File: src/rtl/pow3_pkg.sv
// Shared defaults and result-entry payload for the power-of-3 stream controller.
package pow3_pkg;

   localparam int unsigned POW3_DATA_W      = 32;
   localparam int unsigned POW3_CHK_LATENCY = 4;

   typedef struct packed {
      logic [POW3_DATA_W-1:0] data;
      logic                   ispow3;
   } pow3_entry_t;

endpackage

File: src/rtl/pow3_result_fifo.sv
// Synchronous result FIFO with occupancy count; pointers wrap modulo DEPTH (power of two).
module pow3_result_fifo
   import pow3_pkg::*;
#(
   parameter int unsigned DEPTH   = 8,
   parameter type         entry_t = pow3_entry_t,
   localparam int unsigned AW     = $clog2(DEPTH),
   localparam int unsigned CW     = $clog2(DEPTH + 1)
) (
   input  logic          clk,
   input  logic          rst_n,
   input  logic          wr_i,
   input  entry_t        wr_data_i,
   input  logic          rd_i,
   output entry_t        rd_data_o,
   output logic [CW-1:0] count_o
);

   entry_t        mem_q [DEPTH];
   logic [AW-1:0] wr_ptr_q, wr_ptr_d;
   logic [AW-1:0] rd_ptr_q, rd_ptr_d;
   logic [CW-1:0] count_q, count_d;
   logic          rd_eff;

   assign rd_eff    = rd_i && (count_q != '0);
   assign rd_data_o = mem_q[rd_ptr_q];
   assign count_o   = count_q;

   always_comb begin
      wr_ptr_d = wr_ptr_q;
      rd_ptr_d = rd_ptr_q;
      count_d  = count_q + CW'(wr_i) - CW'(rd_eff);
      if (wr_i)   wr_ptr_d = AW'(wr_ptr_q + AW'(1));
      if (rd_eff) rd_ptr_d = AW'(rd_ptr_q + AW'(1));
   end

   always_ff @(posedge clk or negedge rst_n) begin
      if (!rst_n) begin
         wr_ptr_q <= '0;
         rd_ptr_q <= '0;
         count_q  <= '0;
      end else begin
         wr_ptr_q <= wr_ptr_d;
         rd_ptr_q <= rd_ptr_d;
         count_q  <= count_d;
      end
   end

   // Storage is deliberately left unreset.
   always_ff @(posedge clk) begin
      if (wr_i) mem_q[wr_ptr_q] <= wr_data_i;
   end

   always @(posedge clk) begin
      if (rst_n) begin
         assert (!(wr_i && (count_q == CW'(DEPTH))))
            else $error("pow3_result_fifo: write into full buffer");
      end
   end

endmodule

File: src/rtl/pow3_stream_ctrl.sv
// Streams numbers through an external fixed-latency power-of-3 checker and buffers
// {number, flag} results in order, with credit-based backpressure toward upstream.
module pow3_stream_ctrl
   import pow3_pkg::*;
#(
   parameter int unsigned DATA_W      = POW3_DATA_W,
   parameter int unsigned CHK_LATENCY = POW3_CHK_LATENCY,
   parameter int unsigned FIFO_DEPTH  = 8
) (
   input  logic              clk,
   input  logic              rst_n,
   input  logic              in_valid,
   output logic              in_ready,
   input  logic [DATA_W-1:0] in_data,
   output logic [DATA_W-1:0] chk_n,
   input  logic              chk_ispow3,
   output logic              out_valid,
   input  logic              out_ready,
   output logic [DATA_W-1:0] out_data,
   output logic              out_ispow3,
   output logic [31:0]       pow3_count
);

   localparam int unsigned IW = $clog2(CHK_LATENCY + 1);
   localparam int unsigned FW = $clog2(FIFO_DEPTH + 1);
   localparam int unsigned SW = $clog2(FIFO_DEPTH + CHK_LATENCY + 1);

   typedef struct packed {
      logic [DATA_W-1:0] data;
      logic              ispow3;
   } entry_t;

   logic                   accept;
   logic                   tail;
   logic                   pop;
   logic [CHK_LATENCY-1:0] vld_q, vld_d;
   logic [DATA_W-1:0]      dat_q [CHK_LATENCY];
   logic [IW-1:0]          inflight_q, inflight_d;
   logic [FW-1:0]          fifo_count;
   logic [31:0]            pow3_count_q, pow3_count_d;
   entry_t                 wr_entry;
   entry_t                 head;

   // Credits cover both buffered and in-flight results, so the buffer can never overflow.
   assign in_ready = (SW'(fifo_count) + SW'(inflight_q)) < SW'(FIFO_DEPTH);
   assign accept   = in_valid & in_ready & rst_n;
   assign chk_n    = accept ? in_data : '0;
   assign tail     = vld_q[CHK_LATENCY-1];

   assign out_valid  = (fifo_count != '0);
   assign out_data   = out_valid ? head.data : '0;
   assign out_ispow3 = out_valid & head.ispow3;
   assign pop        = out_valid & out_ready;
   assign pow3_count = pow3_count_q;

   always_comb begin
      vld_d    = '0;
      vld_d[0] = accept;
      for (int i = 1; i < int'(CHK_LATENCY); i++) vld_d[i] = vld_q[i-1];
      inflight_d   = inflight_q + IW'(accept) - IW'(tail);
      pow3_count_d = pow3_count_q;
      if (pop && out_ispow3 && (pow3_count_q != '1)) pow3_count_d = pow3_count_q + 32'd1;
      wr_entry.data   = dat_q[CHK_LATENCY-1];
      wr_entry.ispow3 = chk_ispow3;
   end

   // Clearing the valid line on reset drops checker results still in flight.
   always_ff @(posedge clk or negedge rst_n) begin
      if (!rst_n) begin
         vld_q        <= '0;
         inflight_q   <= '0;
         pow3_count_q <= '0;
      end else begin
         vld_q        <= vld_d;
         inflight_q   <= inflight_d;
         pow3_count_q <= pow3_count_d;
      end
   end

   always_ff @(posedge clk) begin
      dat_q[0] <= in_data;
      for (int i = 1; i < int'(CHK_LATENCY); i++) dat_q[i] <= dat_q[i-1];
   end

   pow3_result_fifo #(
      .DEPTH   (FIFO_DEPTH),
      .entry_t (entry_t)
   ) u_fifo (
      .clk       (clk),
      .rst_n     (rst_n),
      .wr_i      (tail),
      .wr_data_i (wr_entry),
      .rd_i      (pop),
      .rd_data_o (head),
      .count_o   (fifo_count)
   );

endmodule
File: config.mk
export PLATFORM = sky130hd
export DESIGN_NAME = pow3_stream_ctrl
export DESIGN_NICKNAME = d
export VERILOG_FILES = /design/src/rtl/pow3_pkg.sv /design/src/rtl/pow3_result_fifo.sv /design/src/rtl/pow3_stream_ctrl.sv
export SDC_FILE = /design/constraint.sdc
export NUM_CORES = 1
export LEC_CHECK = 0
export CORE_MARGIN = 5
export CORE_UTILIZATION = 30
export CTS_BUF_LIST = sky130_fd_sc_hd__clkbuf_4
export DETAILED_ROUTE_END_ITERATION = 7
export SLEW_MARGIN = 10
export SYNTH_ARGS = -nofsm -noshare
export SYNTH_HDL_FRONTEND = slang
export SYNTH_SLANG_ARGS = --single-unit
File: constraint.sdc
create_clock -name clk -period 3 [get_ports clk]
set_input_delay 0.6 -clock clk [delete_from_list [all_inputs] [get_ports clk]]
set_output_delay 0.6 -clock clk [all_outputs]
set_load 0.02 [all_outputs]
# Word-level counts from Yosys, hierarchy flattened
# Memory sizes are Yosys's and may differ from the RTL's.
# Index checks and enable logic that the tools add are counted.
# Widths: inputs -> output; s select.
[totals]
reg_bits = 49
mem_bits_rw = 392
out_inout_bits = 99
word_cells = 30
n_memories = 2
[mem_list]
columns = ["memory", "depth", "word_bits", "read_ports", "rd_ports_with_merged_regs", "write_ports", "line", "text"]
rows = [
  ["u_fifo.mem_q", 8, 33, 1, 0, 1, "pow3_result_fifo.sv:19", "entry_t mem_q [DEPTH];"],
  ["dat_q", 4, 32, 4, 0, 4, "pow3_stream_ctrl.sv:37", "logic [DATA_W-1:0] dat_q [CHK_LATENCY];"],
]
[classes]
addsub = 8
n_lt_le_gt_ge = 1
n_eq_ne = 1
n_mux = 4
bitwise_logic = 4
reduce_logical = 4
[op_table]
columns = ["operator", "n"]
rows = [
  ["$mux 32", 2],
  ["$add 32x1->32 const B", 1],
  ["$ne 32x32->1 const B", 1],
  ["$add 3x1->3 const B", 2],
  ["$add 4x1->4", 1],
  ["$add 4x3->4", 1],
  ["$and 1x1->1", 4],
  ["$lt 4x4->1 const B", 1],
  ["$reduce_bool 4->1", 1],
  ["$sub 4x1->4", 1],
  ["$add 3x1->3", 1],
  ["$logic_and 1x1->1", 3],
  ["$sub 3x1->3", 1],
  ["$mux 1", 2],
]

# Depth between registers and ports, before layout
# Gate-level depths: netlist of run 1.
[depth]
ltp_word = 6
mapped_depth = 13
mapped_depth_nobuf = 12

# Modules after synthesis
# A second synthesis of run 1 with hierarchy kept.
[hier_totals]
hier_cells = 811
hier_area_um2 = 15473.6
[by_module_without_submodules]
columns = ["module", "instances", "cells_each", "area_each_um2", "seq_area_each_um2"]
rows = [
  ["pow3_result_fifo", 1, 437, 10586.4, 8177.8],
  ["pow3_stream_ctrl", 1, 374, 4887.2, 3538.4],
]

# Worst setup path after synthesis of run 1
# Ideal clock, no wire load.
[synth_path]
path_kind = "register to register"
startpoint = "reg u_fifo.wr_ptr_q[1]"
endpoint = "mem u_fifo.mem_q[0][0] (netlist bit), enable pin"
arrival_time_ns = 2.850
t_required_ns = 2.536
path_slack_ns = -0.314
path_stages_with_launch = 3
n_path_buf = 0
synth_period_minus_slack_ns = 3.314
path_cell_list = "dfrtp_1 > nand2b_1 > nor3_1"
[synth_lines]
columns = ["element", "line", "text"]
rows = [
  ["start: declaration", "pow3_result_fifo.sv:20", "logic [AW-1:0] wr_ptr_q, wr_ptr_d;"],
  ["start signal: assignment", "pow3_result_fifo.sv:43", "wr_ptr_q <= wr_ptr_d;"],
  ["end: declaration", "pow3_result_fifo.sv:19", ""],
]
# Straight into the memory's write port.

# Worst setup path after layout of run 1
[layout_path]
startpoint = "reg inflight_q[1]"
endpoint = "out chk_n[31]"
[layout_between]
elab_chain_len = 5
[layout_rtl]
columns = ["element", "line", "text"]
rows = [
  ["start: declaration", "pow3_stream_ctrl.sv:38", "logic [IW-1:0] inflight_q, inflight_d;"],
  ["start signal: assignment", "pow3_stream_ctrl.sv:75", "inflight_q <= inflight_d;"],
  ["$add 4x3->4", "pow3_stream_ctrl.sv:45", "assign in_ready = (SW'(fifo_count) + SW'(inflight_q)) < SW'(FIFO_DEPTH);"],
  ["$lt 4x4->1", "pow3_stream_ctrl.sv:45", ""],
  ["$and 1x1->1 (2 in a row)", "pow3_stream_ctrl.sv:46", "assign accept = in_valid & in_ready & rst_n;"],
  ["$mux 32", "pow3_stream_ctrl.sv:47", "assign chk_n = accept ? in_data : '0;"],
  ["end: declaration", "pow3_stream_ctrl.sv:15", "output logic [DATA_W-1:0] chk_n,"],
]
# Every way passes these cells.

==> results of run 1 <==
-- repair_timing --
item                                    in CTS  in global routing
hold buffers                                 1                  0
endpoints found under the hold margin       49                  0
setup buffers                               30                  5
pin swaps                                   24                 27
cloned                                      10                  1
gates resized for setup                    394                 44
endpoints found under the setup margin      67                 72
-- cell usage in the layout, fill, tap and decap left out, drive strengths merged, types with 22 or more instances in the layout --
cell           count
clkdlybuf4s50     67
mux2i             34
and2              35
edfxtp           264
mux4              64
dfxtp            128
buf              134
dfrtp             49
nor2              43
clkbuf           190
xor2              28
clkinv            22
inv               23
-- cell families after synthesis --
kind of cell	share of synthesized area, %
DFF	76.7
and+or+nand+nor	5.95
muxes	12.0
buffers and inverters	1.48
xor gates and xnor gates	2.29
adders and majority gates	1.25
AOI/OAI and AO/OA	0.328
-- power by group --
part	total [W]	switching [W]	internal (W)
clock network	0.00520	0.00238	0.00283
logic	0.00658	0.00329	0.00329
registers	0.00732	0.000352	0.00697
total	0.0191	0.00602	0.0131
-- metrics by stage --
step / hold WS [ns] / setup TNS [ns]
floorplan: 0.304 / 0
global route: 0.144 / -27.86
CTS: 0.109 / -26.81
finish: 0.235 / -17.37
global placement: 0.311 / -0.822
detailed placement: 0.312 / -2.38
-- critical path, delay by kind of cell (launching register included) --
kind                       cells  cell delay (ns)
buffers and inverters          3             0.42
xor gates and xnor gates       1             0.14
AOI/OAI and AO/OA              2             0.38
adders and majority gates      1             0.30
DFF                            1             0.39
and+or+nand+nor                2             0.37
-- sequential cells by signal, summed over array words and instances (netlist names) --
register         count
u_fifo.mem_q       264
dat_q              128
vld_q                4
u_fifo.wr_ptr_q      3
u_fifo.count_o       4
inflight_q           3
u_fifo.rd_ptr_q      3
pow3_count          32
-- layout make-up --
cell class / instances / area (um^2)
Antenna cell: 3 / 7.51
Inverter: 20 / 75.1
Sequential cell: 441 / 11700
Multi-Input combinational cell: 332 / 3580
Fill cell: 4668 / 30300
Timing Repair Buffer: 204 / 2190
Tap cell: 672 / 841
Clock buffer: 188 / 1410
Clock inverter: 25 / 121
-- path summary, 6_finish.rpt --
kind,slack (ns),endpoint,cells past startpoint
min in group asynchronous,0.50,pow3_count[22],3
hold / removal,0.24,dat_q[0][25],1
max in group asynchronous,1.96,u_fifo.rd_ptr_q[1],3
setup reg to reg,0.13,pow3_count[28],9
setup / recovery,-0.41,chk_n[31],9
hold reg to reg,0.32,dat_q[1][21],0
-- per-layer routing --
metal | up-vias | track usage (%)
met5 | - | 0
met4 | 0 | 5.54
met3 | 59 | 3.44
met2 | 224 | 19.7
met1 | 4127 | 15.0
li1 | 3789 | -
==> reports/metrics.cfg, run 1 <==
[job]
cap_viol_max_count=0

[die]
die_area_mm2=0.0555
die_w_um=236
num_rows=82
die_h_um=236
core_mm2=0.0503
ios=136
start_util_pct=30.4

[cells_and_area]
fin_util_pct=39.7
fin_cells=1885
synthToLayoutAreaGrowth_pct=30.7
final_area_mm2=0.0199
final_nets=1166
drive_above_1_share_pct=38.5

[clocking]
cts_buffer_depth=3
cts_made_buffers=116
cts_tree=done
clk_latency_ns=0.85
htree_levels=3
cts.sink_count=441
root_buffer=clkbuf_4
clkTransAtPathRegs_ns=0.06

[setup_path]
required_ns=2.40
end_kind=primary output
cp.arrival_ns=2.81
critPathMaxFanout=6
cp_slowest_cell=dfrtp_1
crit_start=inflight_q[1]
cp_slowest_stage_delay_ns=0.39
path_class=flop to primary output
startpoint_type=flop
worstPathCellList=ha_1 -> a31o_2 -> a21oi_2 -> xnor2_2 -> and3_4 -> buf_12 -> buf_12 -> and2_4 -> buf_6
r2r-start=u_fifo.rd_ptr_q[0]
crit_top_cell=buf_12

[place]
place.gp.congestion=0.776
dpl_cell_area_mm2=0.0178
placedCellCount=1632
place_ws_ns=-0.105
hpwl_um=18600
portBuffers=135

[detailed_routing]
drc_errors=0
dr_total_vias=8199
wl_met3_um=1720
drtPass1Iterations=5
drt-total-wl_um=33500
drtIter0Drc=377
ant_nets=0
highest_layer=met4
dr_wl_met2_um=16600
post_drt_wl_per_cell_um=17.8
wl_met1_um=14200
vias_per_cell=4.35

[pwr]
p_per_area_mw_per_mm2=958
p_total_w=0.0191
p_leak_nw=7.52
ir_drop_v=0.000468

[logic_synthesis]
syn_area_mm2=0.0153
yosys_warnings=0
synthFlopType=edfxtp_1
synth-edff-count=264
synth_cell_types=37
synth_top_area_share_pct=51.9
synth.most_common_cell=edfxtp_1
yosysSeqAreaShare_pct=76.7
synthTopCellsByCount=264 x edfxtp_1, 128 x dfxtp_1, 64 x mux4_2, 49 x dfrtp_1, 43 x nor2_1
ys_ff_latch=441
syn_inst=825
synthesis.nets=876
synthesis.area_per_instance_um2=18.5
synth-async-reset-ratio_pct=11.1
yosysTopAreaCell=edfxtp_1
synthTopCellsByArea=edfxtp_1 52%, dfxtp_1 17%, mux4_2 9.4%

[global_routing]
grt_pass1_wl_um=51900
track_usage_pct=12.1
gr-total-overflow=0
grt_antenna_before_repair=3
grt_pass1_vias=8874
grt_max_degree=50

[timing]
finalMaxSlewViolations=0
tightest_slew_ns=0.658
timing.fmax_mhz=293
period_minus_slack_ns=3.41
timing.final.ws_setup_ns=-0.415
period_share_pct=114
finalHoldViolCount=0
max-slew-margin-rel_pct=55.8
rsz0062_at_grt=true
skew_ns=0.0555
setup_viol=65

[worst_hold_path]
min-delay-start=in_data[25]
hold_path.class=input pin to flop

[status]
violations=setup timing
status=finished, violations left

Power figures use the tool's default switching activity.
==> inputs of run 2 (changes only) <==
==> constraint.sdc (replaced) <==
create_clock -name clk -period 3 [get_ports clk]
set_input_delay 0.3 -clock clk [delete_from_list [all_inputs] [get_ports clk]]
set_output_delay 0.3 -clock clk [all_outputs]
set_load 0.02 [all_outputs]
==> reports/metrics.cfg, run 2 (synthesized netlist as in run 1, its figures left out) <==
[place]
dpl_cell_area_mm2=0.0178  ; about the same
portBuffers=135  ; unchanged
place_ws_ns=0.196  ; +0.301 ns
place.gp.congestion=0.770  ; -0.81%
placedCellCount=1627  ; -0.31%
hpwl_um=18500  ; -0.82%

[detailed_routing]
dr_total_vias=8333  ; +1.6%
ant_nets=0  ; unchanged
vias_per_cell=4.33  ; -0.43%
drt-total-wl_um=34200  ; +1.9%
post_drt_wl_per_cell_um=17.8  ; -0.17%
drtPass1Iterations=4  ; -1
drtIter0Drc=534  ; +42%
drc_errors=0  ; unchanged

[clocking]
cts_made_buffers=116  ; unchanged
clkTransAtPathRegs_ns=0.06  ; about the same
root_buffer=clkbuf_4
cts_tree=done
clk_latency_ns=0.85  ; about the same
cts.sink_count=441  ; unchanged
cts_buffer_depth=3  ; unchanged
htree_levels=3  ; unchanged

[cells_and_area]
final_area_mm2=0.0205  ; +2.6%
regArea_mm2=0.0117  ; unchanged
fill_cells=4594  ; -1.6%
final_cell_mix=264 x edfxtp_1, 188 x clkbuf_4, 128 x dfxtp_1, 68 x clkdlybuf4s50_1, 64 x mux4_2
fin_cells=1924  ; +2.1%
largest_reg_flops=264  ; unchanged
synthToLayoutAreaGrowth_pct=34.0
final_nets=1198  ; +2.7%
drive_above_1_share_pct=37.5  ; -0.98 points
final_common_cell=edfxtp_1
multi_input_area_mm2=0.00355  ; -0.63%
regMostFlops=u_fifo.mem_q

[die]
core_mm2=0.0503  ; unchanged
die_w_um=236  ; unchanged
num_rows=82  ; unchanged
start_util_pct=30.4  ; unchanged
die_h_um=236  ; unchanged
die_area_mm2=0.0555  ; unchanged
ios=136  ; unchanged

[timing]
period_minus_slack_ns=3.09  ; -0.325 ns
setup_viol=32  ; -51%
skew_ns=0.0807  ; +0.0252 ns
timing.final.ws_setup_ns=-0.0892  ; +0.325 ns
max-slew-margin-rel_pct=52.7  ; -3.0 points
finalHoldViolCount=0  ; unchanged
tightest_slew_ns=0.704  ; +0.0454 ns
finalMaxSlewViolations=0  ; unchanged
finalSetupTns_ns=-2.40  ; +14.97 ns
timing.fmax_mhz=324  ; +11%
period_share_pct=103  ; -11 points
rsz0062_at_grt=true

[pwr]
p_leak_nw=7.74  ; +3.0%
sequentialPowerShare_pct=37.6  ; -0.7 points
p_comb_share_pct=34.2  ; -0.2 points
p_total_w=0.0195  ; +2.1%
switchingPower_w=0.00609  ; +1.2%
ir_drop_v=0.000416  ; -11%
switching_share_pct=31.2  ; -0.28 points
p_per_area_mw_per_mm2=953  ; -0.49%
power.internal_w=0.0134  ; +2.5%
pwr-share-clk_pct=28.2  ; +1.0 points

[setup_path]
critPathMaxFanout=7  ; +1
end_kind=primary output
reg2reg_setup_slack_ns=0.35  ; +0.22 ns
cp.arrival_ns=2.79  ; -0.02 ns
startpoint_type=flop
required_ns=2.70  ; +0.30 ns
path_class=flop to primary output

[global_routing]
grt_pass1_vias=9060  ; +2.1%
grt_max_degree=50  ; unchanged
grt_pass1_wl_um=52800  ; +1.7%
track_usage_pct=12.3  ; +0.26 points
grt_antenna_before_repair=4  ; +1
gr-total-overflow=0  ; unchanged

[status]
violations=setup timing
status=finished, violations left

[worst_hold_path]
hold_path.class=input pin to flop

[job]
cap_viol_max_count=0  ; unchanged

run 2: critical path, stage by stage (launching register included):
cell     delay (ns)
dfrtp_1        0.38
ha_1           0.30
a31o_2         0.21
a21oi_2        0.18
xnor2_2        0.15
and3_4         0.26
buf_4          0.13
buf_12         0.13
and2_4         0.15
buf_6          0.11
run 2: repair_timing:
item,4_1_cts,5_1_grt
cloned,8,4
hold buffers,33,0
pin swaps,22,19
setup buffers,28,9
endpoints found under the setup margin,66,58
gates resized for setup,389,48
endpoints found under the hold margin,81,0
run 2: final timing paths:
kind	end	start	depth (start not counted)
min in group asynchronous	pow3_count[1]	rst_n	3
worst min-delay path	u_fifo.rd_ptr_q[0]	out_ready	3
max in group asynchronous	u_fifo.rd_ptr_q[2]	rst_n	3
worst min register to register	dat_q[2][2]	dat_q[1][2]	0
worst max-delay path	chk_n[17]	inflight_q[1]	9
worst max register to register	pow3_count[1]	u_fifo.rd_ptr_q[0]	9
run 2: routing by layer:
metal	wire length [um]	GRT usage [%]
met4	937	5.56
met2	16800	19.8
met5	0	0
met1	14700	15.4
met3	1660	3.95
run 2: power groups by stage:
stage | Clock (W) | Sequential, W | Combinational [W]
6_report | 0.00550 | 0.00733 | 0.00667
5_1_grt | 0.00613 | 0.00739 | 0.00712
3_5_place_dp | 0 | 0.00753 | 0.00549
2_1_floorplan | 0 | 0.00735 | 0.00328
4_1_cts | 0.00575 | 0.00733 | 0.00645
3_3_place_gp | 0 | 0.00750 | 0.00545
run 2: area by class of cell:
cell class	instances	share of cell area (%)
Sequential cell	441	57.3
Tap cell	672	4.11
Antenna cell	5	0.0611
Inverter	20	0.367
Multi-Input combinational cell	332	17.4
Clock inverter	30	1.08
Clock buffer	188	6.90
Timing Repair Buffer	236	12.8
run 2: stage by stage:
step	util (%)	hold WS (ns)
2_1_floorplan	-	0.00441
3_3_place_gp	35.3	0.311
3_5_place_dp	35.3	0.312
4_1_cts	40.4	0.0412
5_1_grt	40.7	0.0750
6_report	40.7	0.150
==> inputs of run 3 (changes only) <==
--- a/config.mk
+++ b/config.mk
@@ -9,6 +9,8 @@
 export CORE_UTILIZATION = 30
 export CTS_BUF_LIST = sky130_fd_sc_hd__clkbuf_4
 export DETAILED_ROUTE_END_ITERATION = 7
+export HOLD_SLACK_MARGIN = 0.12
+export PLACE_DENSITY = 0.49
 export SLEW_MARGIN = 10
 export SYNTH_ARGS = -nofsm -noshare
 export SYNTH_HDL_FRONTEND = slang
==> constraint.sdc (replaced) <==
create_clock -name clk -period 3 [get_ports clk]
set_input_delay 0.3 -clock clk [delete_from_list [all_inputs] [get_ports clk]]
set_output_delay 0.3 -clock clk [all_outputs]
set_load 0.05 [all_outputs]
==> reports/metrics.cfg, run 3 (synthesized netlist as in run 1, its figures left out) <==
[clocking]
cts_buffer_depth=3  ; unchanged
root_buffer=clkbuf_4
cts_tree=done
cts_made_buffers=118  ; +1.7%
clk_latency_ns=0.82  ; -0.03 ns
clkTransAtPathRegs_ns=0.07  ; about the same
cts.sink_count=441  ; unchanged
htree_levels=3  ; unchanged

[detailed_routing]
dr_total_vias=8344  ; +0.13%
vias_per_cell=4.35  ; +0.45%
drc_errors=0  ; unchanged
drtIter0Drc=452  ; -15%
ant_nets=0  ; unchanged
drt-total-wl_um=34900  ; +2.0%
post_drt_wl_per_cell_um=18.2  ; +2.3%
drtPass1Iterations=4  ; unchanged

[global_routing]
grt_antenna_before_repair=1  ; -3
track_usage_pct=12.2  ; -0.18 points
grt_pass1_vias=8924  ; -1.5%
grt_pass1_wl_um=52300  ; -0.84%
grt_max_degree=50  ; unchanged
gr-total-overflow=0  ; unchanged

[place]
place.gp.congestion=0.712  ; -7.5%
portBuffers=135  ; unchanged
placedCellCount=1630  ; +0.18%
hpwl_um=19200  ; +4.1%
dpl_cell_area_mm2=0.0180  ; +1.2%

[timing]
finalSetupTns_ns=-3.48  ; -1.08 ns
skew_ns=0.0373  ; -0.0434 ns
period_share_pct=104  ; +1.3 points
tightest_slew_ns=0.692  ; -0.0117 ns
timing.final.ws_setup_ns=-0.127  ; -0.0380 ns
period_minus_slack_ns=3.13  ; +0.0380 ns
finalMaxSlewViolations=0  ; unchanged
setup_viol=32  ; unchanged
finalHoldViolCount=0  ; unchanged
whs_ns=0.261  ; +0.111 ns
timing.fmax_mhz=320  ; -1.2%
max-slew-margin-rel_pct=53.9  ; +1.1 points
rsz0062_at_grt=true

[status]
violations=setup timing
status=finished, violations left

[die]
die_area_mm2=0.0555  ; unchanged
die_w_um=236  ; unchanged
die_h_um=236  ; unchanged
core_mm2=0.0503  ; unchanged
num_rows=82  ; unchanged
ios=136  ; unchanged
start_util_pct=30.4  ; unchanged

[pwr]
p_leak_nw=7.81  ; +0.96%
ir_drop_v=0.000741  ; +78%
pwr-share-clk_pct=26.6  ; -1.6 points
p_total_w=0.0212  ; +8.6%
power.internal_w=0.0139  ; +3.3%
sequentialPowerShare_pct=34.6  ; -3.0 points
p_per_area_mw_per_mm2=1020  ; +6.9%
switching_share_pct=34.6  ; +3.4 points
switchingPower_w=0.00732  ; +20%
p_comb_share_pct=38.8  ; +4.6 points

[cells_and_area]
synthToLayoutAreaGrowth_pct=36.1
final_common_cell=edfxtp_1
fin_cells=1918  ; -0.31%
final_nets=1190  ; -0.67%
largest_reg_flops=264  ; unchanged
fill_cells=4636  ; +0.91%
final_cell_mix=264 x edfxtp_1, 201 x clkbuf_4, 128 x dfxtp_1, 67 x clkdlybuf4s50_1, 64 x mux4_2
regMostFlops=u_fifo.mem_q
final_area_mm2=0.0208  ; +1.6%
drive_above_1_share_pct=37.8  ; +0.25 points

[setup_path]
path_class=flop to primary output
end_kind=primary output
required_ns=2.70  ; about the same
critPathMaxFanout=5  ; -2
cp.arrival_ns=2.83  ; +0.04 ns
startpoint_type=flop

[job]
cap_viol_max_count=0  ; unchanged

[worst_hold_path]
hold_path.class=input pin to flop

run 3: cell type report:
class	instances	area, um^2	share of cell area, %
Tap cell	672	841	4.04
Timing Repair Buffer	226	2890	13.9
Inverter	20	75.1	0.361
Clock inverter	24	175	0.843
Clock buffer	201	1510	7.26
Multi-Input combinational cell	332	3570	17.2
Sequential cell	441	11700	56.4
Antenna cell	2	5.00	0.0241
run 3: power groups by stage:
stage / clock network, W / registers (W) / logic, W
floorplan: 0 / 0.00746 / 0.00447
detailed placement: 0 / 0.00751 / 0.00687
CTS: 0.00591 / 0.00733 / 0.00792
finish: 0.00563 / 0.00733 / 0.00821
global route: 0.00624 / 0.00739 / 0.00871
global placement: 0 / 0.00750 / 0.00685
run 3: path summary, 6_finish.rpt:
check                                   startpoint                 end  slack [ns]  cells past startpoint
worst min register to register        dat_q[2][29]        dat_q[3][29]        0.30                      0
worst max register to register  u_fifo.rd_ptr_q[0]      pow3_count[17]        0.44                      8
min in group asynchronous                    rst_n   u_fifo.count_o[0]        0.75                      4
worst min-delay path                    chk_ispow3  u_fifo.mem_q[7][0]        0.26                      1
worst max-delay path             u_fifo.count_o[1]            chk_n[2]       -0.13                      9
max in group asynchronous                    rst_n  u_fifo.rd_ptr_q[0]        1.72                      4
run 3: worst max-delay path, stage by stage (launching register included):
cell and delay [ns]:
dfrtp_1 0.39, ha_1 0.29, a31o_2 0.20, a21oi_2 0.17, xnor2_2 0.14, and3_4 0.25
buf_12 0.14, clkbuf_16 0.15, and2_4 0.15, buf_12 0.13
run 3: routing by layer:
metal / routed length, um / global-route usage, % / vias up
met3: 1780 / 4.05 / 74
met2: 16500 / 19.2 / 186
met1: 15800 / 15.9 / 4235
met4: 760 / 4.17 / 0
li1: - / - / 3849
met5: 0 / 0 / -
run 3: repair_timing:
action                                  4_1_cts  5_1_grt
cloned                                        4        6
buffers inserted                             17        4
endpoints found under the setup margin       65       62
pin swaps                                     2       40
hold buffers                                 34        0
resized for setup                           122       64
endpoints found under the hold margin        83        0
run 3: per-stage QoR:
| stage | util [%] | worst slack (ns) |
|---|---|---|
| detailed placement | 35.7 | 0.472 |
| floorplan | - | 0.262 |
| global placement | 35.7 | 0.465 |
| CTS | 40.8 | -0.309 |
| finish | 41.3 | -0.127 |
| global route | 41.3 | -0.339 |
